**src/rtl/cam_client_ctrl.sv**
```systemverilog
// cam_client_ctrl: initiator-side controller for a 2**IDX_W-entry CAM.
// Takes one read/write/search command at a time and returns one response.
//
// Ports:
//   clk_i, rst_i          clock, synchronous active-low reset
//   cmd_*                 valid/ready command channel (op, index, data)
//   rsp_*                 valid/ready response channel (op, hit, index, data, err)
//   cam_*_o               one-cycle CAM read/write/search strobes with index/data
//   cam_*_i               CAM read value/valid and search hit/index
//   stat_hits_o/misses_o  saturating search hit/miss counters
//                         (present only when CAM_CTRL_STATS_EN is defined)
module cam_client_ctrl #(
  parameter int DATA_W  = 32,
  parameter int IDX_W   = 5,
  parameter int CAM_LAT = 1
) (
  input  logic              clk_i,
  input  logic              rst_i,
  input  logic              cmd_valid_i,
  output logic              cmd_ready_o,
  input  logic [1:0]        cmd_op_i,
  input  logic [IDX_W-1:0]  cmd_index_i,
  input  logic [DATA_W-1:0] cmd_data_i,
  output logic              rsp_valid_o,
  input  logic              rsp_ready_i,
  output logic [1:0]        rsp_op_o,
  output logic              rsp_hit_o,
  output logic [IDX_W-1:0]  rsp_index_o,
  output logic [DATA_W-1:0] rsp_data_o,
  output logic              rsp_err_o,
  output logic              cam_read_enable_o,
  output logic [IDX_W-1:0]  cam_read_index_o,
  output logic              cam_write_enable_o,
  output logic [IDX_W-1:0]  cam_write_index_o,
  output logic [DATA_W-1:0] cam_write_data_o,
  output logic              cam_search_enable_o,
  output logic [DATA_W-1:0] cam_search_data_o,
  input  logic              cam_read_valid_i,
  input  logic [DATA_W-1:0] cam_read_value_i,
  input  logic              cam_search_valid_i,
  input  logic [IDX_W-1:0]  cam_search_index_i
`ifdef CAM_CTRL_STATS_EN
  ,
  output logic [15:0]       stat_hits_o,
  output logic [15:0]       stat_misses_o
`endif
);

  localparam int CNT_W = (CAM_LAT > 1) ? $clog2(CAM_LAT) : 1;

  localparam logic [1:0] OP_RD = 2'b00;
  localparam logic [1:0] OP_WR = 2'b01;
  localparam logic [1:0] OP_SR = 2'b10;

  typedef enum logic [1:0] {
    IDLE,
    ISSUE,
    WAIT,
    RESP
  } state_t;

  state_t              state;
  logic [1:0]          op_q;
  logic [IDX_W-1:0]    idx_q;
  logic [DATA_W-1:0]   data_q;
  logic [CNT_W-1:0]    cnt;

  always_ff @(posedge clk_i) begin
    if (!rst_i) begin
      state               <= IDLE;
      op_q                <= '0;
      idx_q               <= '0;
      data_q              <= '0;
      cnt                 <= '0;
      cmd_ready_o         <= 1'b0;
      rsp_valid_o         <= 1'b0;
      rsp_op_o            <= '0;
      rsp_hit_o           <= 1'b0;
      rsp_index_o         <= '0;
      rsp_data_o          <= '0;
      rsp_err_o           <= 1'b0;
      cam_read_enable_o   <= 1'b0;
      cam_read_index_o    <= '0;
      cam_write_enable_o  <= 1'b0;
      cam_write_index_o   <= '0;
      cam_write_data_o    <= '0;
      cam_search_enable_o <= 1'b0;
      cam_search_data_o   <= '0;
`ifdef CAM_CTRL_STATS_EN
      stat_hits_o         <= '0;
      stat_misses_o       <= '0;
`endif
    end else begin
      // CAM strobes and buses are only non-zero for the single ISSUE cycle
      cam_read_enable_o   <= 1'b0;
      cam_read_index_o    <= '0;
      cam_write_enable_o  <= 1'b0;
      cam_write_index_o   <= '0;
      cam_write_data_o    <= '0;
      cam_search_enable_o <= 1'b0;
      cam_search_data_o   <= '0;

      unique case (state)
        IDLE: begin
          cmd_ready_o <= 1'b1;
          if (cmd_valid_i && cmd_ready_o) begin
            cmd_ready_o <= 1'b0;
            op_q        <= cmd_op_i;
            idx_q       <= cmd_index_i;
            data_q      <= cmd_data_i;
            unique case (cmd_op_i)
              OP_RD: begin
                cam_read_enable_o <= 1'b1;
                cam_read_index_o  <= cmd_index_i;
                state             <= ISSUE;
              end
              OP_WR: begin
                cam_write_enable_o <= 1'b1;
                cam_write_index_o  <= cmd_index_i;
                cam_write_data_o   <= cmd_data_i;
                state              <= ISSUE;
              end
              OP_SR: begin
                cam_search_enable_o <= 1'b1;
                cam_search_data_o   <= cmd_data_i;
                state               <= ISSUE;
              end
              default: begin
                // reserved op: answer with an error, never touch the CAM
                state       <= RESP;
                rsp_valid_o <= 1'b1;
                rsp_op_o    <= cmd_op_i;
                rsp_hit_o   <= 1'b0;
                rsp_err_o   <= 1'b1;
                rsp_index_o <= cmd_index_i;
                rsp_data_o  <= cmd_data_i;
              end
            endcase
          end
        end

        ISSUE: begin
          if (op_q == OP_WR) begin
            state       <= RESP;
            rsp_valid_o <= 1'b1;
            rsp_op_o    <= op_q;
            rsp_hit_o   <= 1'b1;
            rsp_err_o   <= 1'b0;
            rsp_index_o <= idx_q;
            rsp_data_o  <= data_q;
          end else begin
            state <= WAIT;
            cnt   <= CNT_W'(CAM_LAT - 1);
          end
        end

        WAIT: begin
          if (cnt == '0) begin
            state       <= RESP;
            rsp_valid_o <= 1'b1;
            rsp_op_o    <= op_q;
            rsp_err_o   <= 1'b0;
            if (op_q == OP_RD) begin
              rsp_hit_o   <= cam_read_valid_i;
              rsp_index_o <= idx_q;
              rsp_data_o  <= cam_read_value_i;
            end else begin
              rsp_hit_o   <= cam_search_valid_i;
              rsp_index_o <= cam_search_valid_i ? cam_search_index_i : '0;
              rsp_data_o  <= data_q;
`ifdef CAM_CTRL_STATS_EN
              if (cam_search_valid_i) begin
                if (stat_hits_o != 16'hFFFF)
                  stat_hits_o <= stat_hits_o + 16'd1;
              end else begin
                if (stat_misses_o != 16'hFFFF)
                  stat_misses_o <= stat_misses_o + 16'd1;
              end
`endif
            end
          end else begin
            cnt <= cnt - CNT_W'(1);
          end
        end

        RESP: begin
          if (rsp_ready_i) begin
            state       <= IDLE;
            cmd_ready_o <= 1'b1;
            rsp_valid_o <= 1'b0;
            rsp_op_o    <= '0;
            rsp_hit_o   <= 1'b0;
            rsp_err_o   <= 1'b0;
            rsp_index_o <= '0;
            rsp_data_o  <= '0;
          end
        end

        default: state <= IDLE;
      endcase
    end
  end

endmodule

```
**config.mk**
```make
export PLATFORM = sky130hd
export DESIGN_NAME = cam_client_ctrl
export DESIGN_NICKNAME = d
export VERILOG_FILES = /design/src/rtl/cam_client_ctrl.sv
export SDC_FILE = /design/constraint.sdc
export NUM_CORES = 1
export LEC_CHECK = 0
export CAP_MARGIN = 20
export CORE_ASPECT_RATIO = 0.75
export CORE_MARGIN = 2
export CORE_UTILIZATION = 36
export DETAILED_ROUTE_END_ITERATION = 10
export PLACE_DENSITY = 0.77
export SYNTH_ARGS = -nofsm -noshare
export SYNTH_HDL_FRONTEND = slang
export SYNTH_SLANG_ARGS = --single-unit
```
**constraint.sdc**
```tcl
create_clock -name clk_i -period 2.5 [get_ports clk_i]
set_input_delay 0.5 -clock clk_i [delete_from_list [all_inputs] [get_ports clk_i]]
set_output_delay 0.5 -clock clk_i [all_outputs]
set_load 0.03 [all_outputs]
```
# Word level (Yosys, flattened, before mapping)
# Index checks and enable logic that the tools add are counted.
# word_totals
register_bits	162
in_bits	82
output_inout_bits	120
wordCells	97
# classes
addsub	1
n_eq_ne	12
mux	49
n_reduce_logical	16
# op_table
operator	n
32-bit 2-to-1 mux	6
32-bit one-hot mux with 4 select lines	1
5-bit 2-to-1 mux	7
5-bit one-hot mux with 4 select lines	1
1-bit 2-to-1 mux	19
2-bit 2-to-1 mux	8
2-bit one-hot mux with 4 select lines	2
2-bit != test, second input constant	6
1-bit one-hot mux with 4 select lines	3
4-bit AND reduction	3
2-bit by 1-bit equality test with 1-bit output, second input constant	3
2-bit equality test, second input constant	3
2-bit zero test	3
2-bit AND reduction	3
3-bit AND reduction	2
5-bit AND reduction	1
1-bit one-hot mux with 2 select lines	2
2-bit nonzero test	2
3-bit OR reduction	1
1-bit logical AND	1
1-bit subtractor, second input constant	1

# Logic depth before layout (Yosys ltp)
# depth
ltp_word	5
mapped_depth	8
depth_no_buf	6

# Least setup slack after synthesis
# No wires, ideal clock.
# synth_path
path_kind	reg-to-reg
start	register state[0]
end	register rsp_index_o[3]
setup_ns	0.128
t_arrival_ns	1.648
t_required_ns	2.372
slack_ns	0.724
path_stages_with_launch	8
n_path_buf	2
synth_period_minus_slack_ns	1.776
cell_sequence	dfxtp_1 > inv_1 > ha_1 > a21boi_1 > a2111oi_2 > buf_4 > buf_2 > o22ai_1
# synth_between
elab_chain_cells	3
word_cells_on_any_way	11
classes_between	8 x eq/ne; 1 x mux; 2 x reduce/logical
# synth_rtl
item	line_no	text
from (decl)	62	state_t state;
from (signal assigned)	70	state <= IDLE;
from (signal assigned)	115	state <= ISSUE;
from (signal assigned)	121	state <= ISSUE;
2-bit by 1-bit equality test with 1-bit output, or another cell as far along	103	unique case (state)
2-bit != test (no source line)	--	
5-bit AND reduction (no source line)	--	
to (signal assigned)	135	rsp_index_o <= cmd_index_i;
to (signal assigned)	149	rsp_index_o <= idx_q;
to (signal assigned)	165	rsp_index_o <= idx_q;
to (decl)	28	output logic [IDX_W-1:0] rsp_index_o,
# Several ways; a longest one is shown, not always the timed one.
# A chain may end at the register's enable or synchronous reset.

# Final worst setup path
# layout_path
start	register state[0]
end	register cam_search_data_o[9]
# layout_between
elab_chain_cells	2
# layout_rtl
item	line_no	text
2-bit zero test	103	
4-bit AND reduction (no source line)	--	
to (signal assigned)	125	cam_search_data_o <= cmd_data_i;
to (decl)	37	output logic [DATA_W-1:0] cam_search_data_o,
# No other way between the ends.

==> metrics.cfg <==
[run_status]
outcome = completed

[timing]
tightest_slew_ps = 544.6
fin_crit_sh = 0.8752
final_hold_viol_count = 0
slew_violations = 0
rsz0062_at_grt = no
max_freq_ghz = 0.4571
fin_skew_ps = 23.66
finalSetupViolCount = 0
slew_headroom = 0.6369
fin_crit_ps = 2188
finalSetupTns_ps = 0

[worst_setup_path]
cp-start-kind = flip-flop
critPathBufInv = 3
cp_max_fo = 31
cp_cell_sequence = inv_1 > ha_2 > buf_4 > nand3_1 > nor4b_2 > buf_4 > and2_1
crit_arrival_ps = 2550
critPathMaxStageDelay_ps = 370
worst_path_max_delay_cell = dfxtp_1
worstSetupEndpointType = flip-flop
rrSetupSlack_ps = 310
path_common_cell = buf_4
crit_family = simple AND/OR/NAND/NOR gates
crit_required_ps = 2860
critical_path_class = reg2reg

[cts]
ctsLongestPathBuffers = 2
clk-insertion-delay-late_ps = 430
cts-resized-gates = 0
cts_max_level = 4
cts.sinks = 161
clk_pin_slew_ps = 70
cts_setup_buffers = 0
cts_tree = yes
numCtsBuffers = 17
holdBufCountCts = 0
cts_root_buf = clkbuf_16

[die]
fp.dieH_um = 114.8
fp-row-count = 40
io_pins = 202
design.die.area_um2 = 17430
start_util = 0.3681
die_x_um = 151.8
coreArea_um2 = 16020

[cells_and_area]
syn2layout_area_growth_pct = 48.37
final_nets = 921
n_antenna_cell = 0
drive_above_1_share = 0.07556

[logic_synthesis]
postSynthAreaPerCell_um2 = 9.112
synth.area.top_cells = dfxtp_1 55%, and2_1 7.9%, nand2_1 7.4%
synth_seq_cells = 161
synth_ff_type = dfxtp_1
synthesis.instances = 647
yosysWarnings = 0
yosys.area.top_type = dfxtp_1
ys_seq_area_frac = 0.5467
synthDistinctLibCells = 33
netlist_top_cells_count = 161 x dfxtp_1, 117 x nand2_1, 74 x and2_1
syn-cell-area_um2 = 5896
synth_edf_count = 0
synth.most_common_cell = dfxtp_1
synth_fp_nets = 734
synth-async-reset-ratio = 0
synth_top_area_share = 0.5467

[drt]
vias_per_cell = 4.988
wl_um = 17210
first_iter_violations = 286
wl_per_cell_um = 16.28
ant_nets = 0
drc = 0
first_pass_iters = 5
num_vias = 5272

[min_path]
hp-class = reg2reg

[global_route]
antenna_found_initial = 0
grt_max_degree = 53
grt_overflow_total = 0
grt_pass1_wl_um = 26630
grt_pass1_vias = 5056
gr-usage-all-layers = 0.1978

[power]
powerDensity_nw_per_um2 = 1052
max-vdd-ir-drop_uv = 509.2
power_uw = 9204
p_leak_uw = 0.003177

[flow_run]
maxCapViolations = 0

[placement]
place.gp.congestion = 0.7316
dp_hpwl_um = 11210
port_buffers = 201

tightest hold or removal path, delay by kind of cell (launching register included):
family | cells | cell delay, ps
simple gates | 1 | 50
compound gates | 1 | 50
flops | 1 | 310
flip-flops by register name (all words and copies together) (netlist names):
signal	cells
cam_read_enable_o	1
cam_read_index_o	5
cam_search_data_o	32
cam_search_enable_o	1
cam_write_data_o	32
cam_write_enable_o	1
cam_write_index_o	5
cmd_ready_o	1
data_q	32
idx_q	5
op_q	2
rsp_data_o	32
rsp_err_o	1
rsp_hit_o	1
rsp_index_o	5
rsp_op_o	2
rsp_valid_o	1
state	2
cell type report:
| type | instances | area, um^2 |
|---|---|---|
| Fill cell | 1423 | 7268 |
| Sequential cell | 161 | 3223 |
| Multi-Input combinational cell | 429 | 2455 |
| Timing Repair Buffer | 221 | 2220 |
| Clock buffer | 17 | 425.4 |
| Tap cell | 210 | 262.8 |
| Clock inverter | 15 | 146.4 |
| Inverter | 4 | 15.01 |
layer usage:
layer,wire length [um],global-route usage,up-vias
met2,8067,0.3150,209
met3,1600,0.07937,8
li1,-,-,2589
met5,0,0,-
met1,7439,0.2502,2466
met4,98,0.05370,0
worst paths after layout:
| kind | startpoint | endpoint | depth (start not counted) |
|---|---|---|---|
| max | state[0] | cam_search_data_o[9] | 7 |
| min | data_q[2] | data_q[2] | 2 |
| max reg2reg | state[0] | cam_search_data_o[9] | 7 |
| min reg2reg | data_q[2] | data_q[2] | 2 |
placed cells by master, fill, tap and decap left out, types with 2 or more instances in the layout:
cell type	count
nor4_1	2
nand3b_1	2
and2_1	74
a221oi_1	37
clkinv_4	2
dfxtp_1	161
o22ai_1	39
nand3_1	40
clkinvlp_4	4
nor2_1	12
inv_6	6
clkdlybuf4s50_1	200
ha_1	4
nand2b_1	39
inv_1	3
a211oi_1	4
nand2_1	117
buf_12	5
a21oi_1	41
clkbuf_16	17
buf_4	15
metrics by stage:
stage	area [um^2]	hold slack, ps	util	worst slack [ps]	cells
2_1_floorplan	5896	436.1	-	723.9	647
3_3_place_gp	8175	442.1	0.5105	268.2	1025
3_5_place_dp	8175	447.6	0.5105	199.2	1025
4_1_cts	8747	456.1	0.5462	309.7	1057
5_1_grt	8747	475.8	0.5462	98.07	1057
6_report	8747	455.1	0.5462	312.1	1057
power by group:
group | internal [uW] | switching (uW)
registers | 2930 | 205
clock network | 1400 | 1130
logic | 1380 | 2160
total | 5710 | 3500
logic make-up after synthesis:
group	share of synthesized area
and+or+nand+nor	0.2508
adders and majority gates	0.01061
DFF	0.5467
AOI/OAI and AO/OA	0.1466
muxes	0.001698
buffers and inverters	0.04350
Note: power is estimated with default switching activity, not from simulation.
==> variant 1 (same settings) <==
The parameter `DATA_W` goes from 32 to 64.
--- a/src/rtl/cam_client_ctrl.sv
+++ b/src/rtl/cam_client_ctrl.sv
@@ -10,7 +10,7 @@
 //   stat_hits_o/misses_o  saturating search hit/miss counters
 //                         (present only when CAM_CTRL_STATS_EN is defined)
 module cam_client_ctrl #(
-  parameter int DATA_W  = 32,
+  parameter int DATA_W  = 64,
   parameter int IDX_W   = 5,
   parameter int CAM_LAT = 1
 ) (
Ports: changed (5 resized); port bits go from 202 to 362. No check against the original RTL was run, so the function may have changed too.
==> variant 1 against the unedited design <==
  * Power is 79% higher
  * Hold slack worse by 0.038 ns
  * Core utilization is 0.28 points higher
  * Final area is 77% higher
  * Fmax is 3.9% lower
  * Critical path depth is 6 lower
  * Sequential cell count is 128 higher
  * Count of clock-buffer cells in the layout is 23 higher
  * Synthesized area is 77% higher
  * Combinational power is 75% higher
  * Cell count is 77% higher
  * Worst setup slack worse by 0.089 ns
  * Wire length is 94% higher
  * Critical endpoint is now cmd_ready_o
  * Highest routed layer unchanged
==> variant 1: results (changes against the unedited design) <==
Cells and area
  – Share of layout cells above drive strength 1: 5.86% (was 7.56%)
  – Nets: 1613 (was 921)

Critical path
  – Reg2reg end: cam_read_index_o[0] (was cam_search_data_o[9])
  – Crit path DAT: 1.78 ns (was 2.55 ns)
  – FF-to-FF setup slack: 0.25 ns (was 0.31 ns)
  – CP max-delay cell: clkdlybuf4s50_1 (was dfxtp_1)
  – Worst-path maximum fanout: 6 (was 31)
  – Largest stage delay, worst path: 0.78 ns (was 0.37 ns)

Place
  – Estimated wirelength of the detail-placed design: 22000 um (was 11200 um)
  – GPL Wtd Cong: 0.826 (was 0.732)
  – Dpl cell area: 14500 um^2 (was 8180 um^2)

CTS
  – Clk_lat worst skew: 0.55 ns (was 0.43 ns)
  – CTS HTree Levels: 1 (was 4)
  – CTS Buf Count: 30 (was 17)

Yosys
  – Synth cell count leaders: dfxtp_1, nand2_1, and2_1 (unchanged)
  – Seq/Total Area, Yosys: 55.6% (was 54.7%)
  – Post-synth net total: 1293 (was 734)
  – Largest cells by area after synthesis: dfxtp_1, and2_1, nand2_1 (unchanged)

Run status
  – Status: complete, no violations (unchanged)

Detailed routing
  – Met3 Routed Length: 2520 um (was 1600 um)
  – Detailed Route WL: 33300 um (was 17200 um)
  – Vias/cell: 5.04 (was 4.99)
  – Iter 0 DRT Violations: 431 (was 286)

GRT
  – Met1 usage: 26.7% (was 25.0%)
  – Number of global-route vias before repair: 8972 (was 5056)
  – Global Route Usage Sum: 21.1% (was 19.8%)
  – Largest net degree at the start of global routing: 99 (was 53)

STA
  – Hold Slack: 0.417 ns (was 0.455 ns)

Min path
  – HP Class: input pin to register (was register to register)
==> variant 1: changes by cell type after synthesis, sizes merged <==
cell,unedited run,this run
a21oi,41,73
a221oi,37,69
and2,74,138
buf,17,28
clkbuf,36,72
dfxtp,161,289
nand2,117,213
nand2b,40,72
nand3,41,73
o22ai,39,71
==> variant 1: area by class of cell <==
class / count / area (um^2)
multi-input cells: 749 / 4250
fillers: 2454 / 12700
diodes: 2 / 5.00
clock inverters: 14 / 190
well taps: 385 / 482
repair buffers: 388 / 3940
flip-flops and latches: 289 / 5790
inverters: 4 / 16.3
clock buffers: 40 / 840
==> variant 1: stage by stage <==
| step | setup slack, ns | util, % | cells |
|---|---|---|---|
| final | 0.223 | 54.9 | 1871 |
| after global routing | 0.0271 | 54.9 | 1871 |
| after CTS | 0.141 | 54.9 | 1869 |
| after detailed placement | 0.161 | 51.2 | 1815 |
| after global placement | 0.240 | 51.2 | 1815 |
| after floorplan | 0.702 | - | 1142 |
==> variant 1: how the worst max path moves through the flow <==
stage / startpoint / to / cells after the start / slack [ns]
after floorplan: state[0] / rsp_data_o[62] / 8 / 0.70
after global placement: cmd_valid_i / rsp_data_o[31] / 7 / 0.24
after detailed placement: cmd_valid_i / rsp_data_o[18] / 7 / 0.16
after CTS: state[0] / cam_read_index_o[0] / 7 / 0.14
after global routing: state[0] / cam_search_data_o[12] / 7 / 0.03
final: cmd_ready_o / cmd_ready_o / 1 / 0.22
==> variant 1: kinds of logic after synthesis <==
logic type | synth area share (%)
AND/OR/NAND/NOR | 25.0
multiplexers | 0.0961
flip-flops | 55.6
buffers and inverters | 4.17
adder cells (fa/ha/maj) | 0.601
AO/OA/AOI/OAI | 14.6
==> variant 1: worst min-delay path: stages <==
cell,delay [ns]
buf_4,0.13
clkinv_2,0.23
a21oi_1,0.06
==> variant 2 (config.mk and constraints unchanged) <==
Made on the original files. Make the reset (`rst_i`) asynchronous in one clocked block. Comments in the files are not updated.
--- a/src/rtl/cam_client_ctrl.sv
+++ b/src/rtl/cam_client_ctrl.sv
@@ -65,7 +65,7 @@
   logic [DATA_W-1:0]   data_q;
   logic [CNT_W-1:0]    cnt;
 
-  always_ff @(posedge clk_i) begin
+  always_ff @(posedge clk_i or negedge rst_i) begin
     if (!rst_i) begin
       state               <= IDLE;
       op_q                <= '0;
Function: differs if rst_i is asserted again (counterexample within 4 cycles, from zero or initial values and one cycle with rst_i low); with rst_i held inactive, the same outputs for 4 cycles.
==> variant 2 against the unedited design <==
  * Hold slack improved by 0.026 ns
  * Power increased by 37%
  * Combinational power increased by 72%
  * Sequential cell count unchanged
  * Critical path depth decreased by 6
  * Worst setup slack improved by 0.075 ns
  * Wire length increased by 10%
  * Synthesized area increased by 19%
  * Via count decreased by 4.6%
  * Final area increased by 14%
  * Clock power increased by 5%
  * Critical path type is now register to primary output
==> variant 2: results (changes against the unedited design) <==
Run status
  – Status: complete, no violations (unchanged)

Power
  – Peak supply drop: 0.575 mV (was 0.509 mV)
  – Leakage: 0.00431 uW (was 0.00318 uW)

Detailed routing
  – Total number of vias: 5032 (was 5272)
  – DRT Pass-1 Iters: 4 (was 5)
  – Iter 0 DRT Violations: 392 (was 286)
  – Detailed Route WL: 19000 um (was 17200 um)

GRT
  – Largest net degree at the start of global routing: 47 (was 53)
  – Initial antenna violation count: 0 (unchanged)
  – Number of global-route vias before repair: 5238 (was 5056)
  – Global Route Usage Sum: 19.3% (was 19.8%)
  – First-pass GRT wire length: 29900 um (was 26600 um)

CTS
  – Clk_lat worst skew: 0.43 ns (about the same)
  – CTS Buf Count: 17 (unchanged)
  – CTS Buffer Depth: 2 (unchanged)
  – CTS HTree Levels: 4 (unchanged)

Critical path
  – Crit path DAT: 1.61 ns (was 2.55 ns)
  – CP delay by family, top: buffers and inverters (was simple AND/OR/NAND/NOR gates)
  – Worst-path maximum fanout: 5 (was 31)
  – CP max-delay cell: clkdlybuf4s50_1 (was dfxtp_1)
  – Largest stage delay, worst path: 0.74 ns (was 0.37 ns)

Place
  – Post-Place Cells: 983 (was 1025)
  – GPL Wtd Cong: 0.800 (was 0.732)
  – Dpl cell area: 9390 um^2 (was 8180 um^2)
  – Estimated wirelength of the detail-placed design: 12700 um (was 11200 um)

Yosys
  – Seq/Total Area, Yosys: 57.4% (was 54.7%)
  – Post-synth net total: 634 (was 734)
  – Synth cell count leaders: dfrtp_1, and2_1, nand2_1 (was dfxtp_1, nand2_1, and2_1)
  – Distinct cells, synth: 39 (was 33)
  – Asr flop ratio synth: 100% (was 0%)
  – Avg Inst Size Synth: 12.8 um^2 (was 9.11 um^2)
  – Largest cells by area after synthesis: dfrtp_1, mux2_2, and2_1 (was dfxtp_1, and2_1, nand2_1)

STA
  – Max Clock Skew: 0.00830 ns (was 0.0237 ns)
  – Slew Limit Headroom: 56.5% (was 63.7%)

Cells and area
  – FILL cells: 1681 (was 1423)
  – Share of layout cells above drive strength 1: 21.6% (was 7.56%)
  – Nets: 837 (was 921)
  – Non-Filler Instances: 1016 (was 1057)
[variant 2: path summary, 6_finish.rpt]
kind,from,cells past startpoint,slack [ns],to
max in group asynchronous,rst_i,3,1.33,cam_search_data_o[18]
worst max register to register,state[0],6,0.48,rsp_index_o[0]
worst min register to register,rsp_data_o[27],2,0.48,rsp_data_o[27]
worst max-delay path,cmd_ready_o,1,0.39,cmd_ready_o
min in group asynchronous,rst_i,2,0.57,cam_write_data_o[0]
worst min-delay path,rsp_data_o[27],2,0.48,rsp_data_o[27]
[variant 2: logic make-up (layout without fill, tap and decap cells)]
| family | Yosys count | count (layout) | share of synthesized area [%] |
|---|---|---|---|
| AOI/OAI and AO/OA | 129 | 129 | 14.2 |
| buffers and inverters | 44 | 260 | 3.98 |
| and+or+nand+nor | 137 | 137 | 10.6 |
| muxes | 71 | 71 | 12.8 |
| DFF | 161 | 161 | 57.4 |
| adders and majority gates | 5 | 5 | 0.892 |
[variant 2: tightest hold or removal path, cell delays in order, from the launching register on]
cell and delay [ns]:
dfrtp_1 0.34, nand2_1 0.05, o21ai_1 0.06
[variant 2: layer usage]
| metal | vias up | GRT usage [%] | share of wire [%] |
|---|---|---|---|
| li1 | 2353 | - | - |
| met1 | 2502 | 25.9 | 45 |
| met2 | 163 | 29.5 | 45 |
| met3 | 14 | 7.63 | 9.3 |
| met4 | 0 | 4.04 | 0.85 |
| met5 | - | 0 | 0 |
[variant 2: what timing repair did]
| action | 4_1_cts | 5_1_grt |
|---|---|---|
| endpoints found under the setup margin | 0 | 0 |
| hold buffers | 1 | 0 |
| resized for setup | 0 | 0 |
| endpoints found under the hold margin | 9 | 0 |
[variant 2: power breakdown]
group / total (uW) / switching [uW] / internal [uW] / leakage (uW)
logic: 6080 / 3320 / 2770 / 0.00192
registers: 3820 / 492 / 3330 / 0.00210
clock network: 2660 / 1160 / 1500 / 0.000284
[variant 2: area by class of cell]
cell class | instances | area [um^2] | area share (%)
clock buffers | 17 | 425 | 4.26
clock inverters | 15 | 169 | 1.69
inverters | 4 | 15.0 | 0.150
multi-input cells | 342 | 2750 | 27.5
flip-flops and latches | 161 | 4030 | 40.3
well taps | 253 | 317 | 3.17
repair buffers | 224 | 2290 | 22.9
[variant 2: stage by stage]
stage                     power (uW)  setup WS, ns
after global routing           13400         0.296
after CTS                      12700         0.359
after floorplan                 8050         0.831
after global placement          9800         0.383
final                          12600         0.387
after detailed placement        9940         0.366
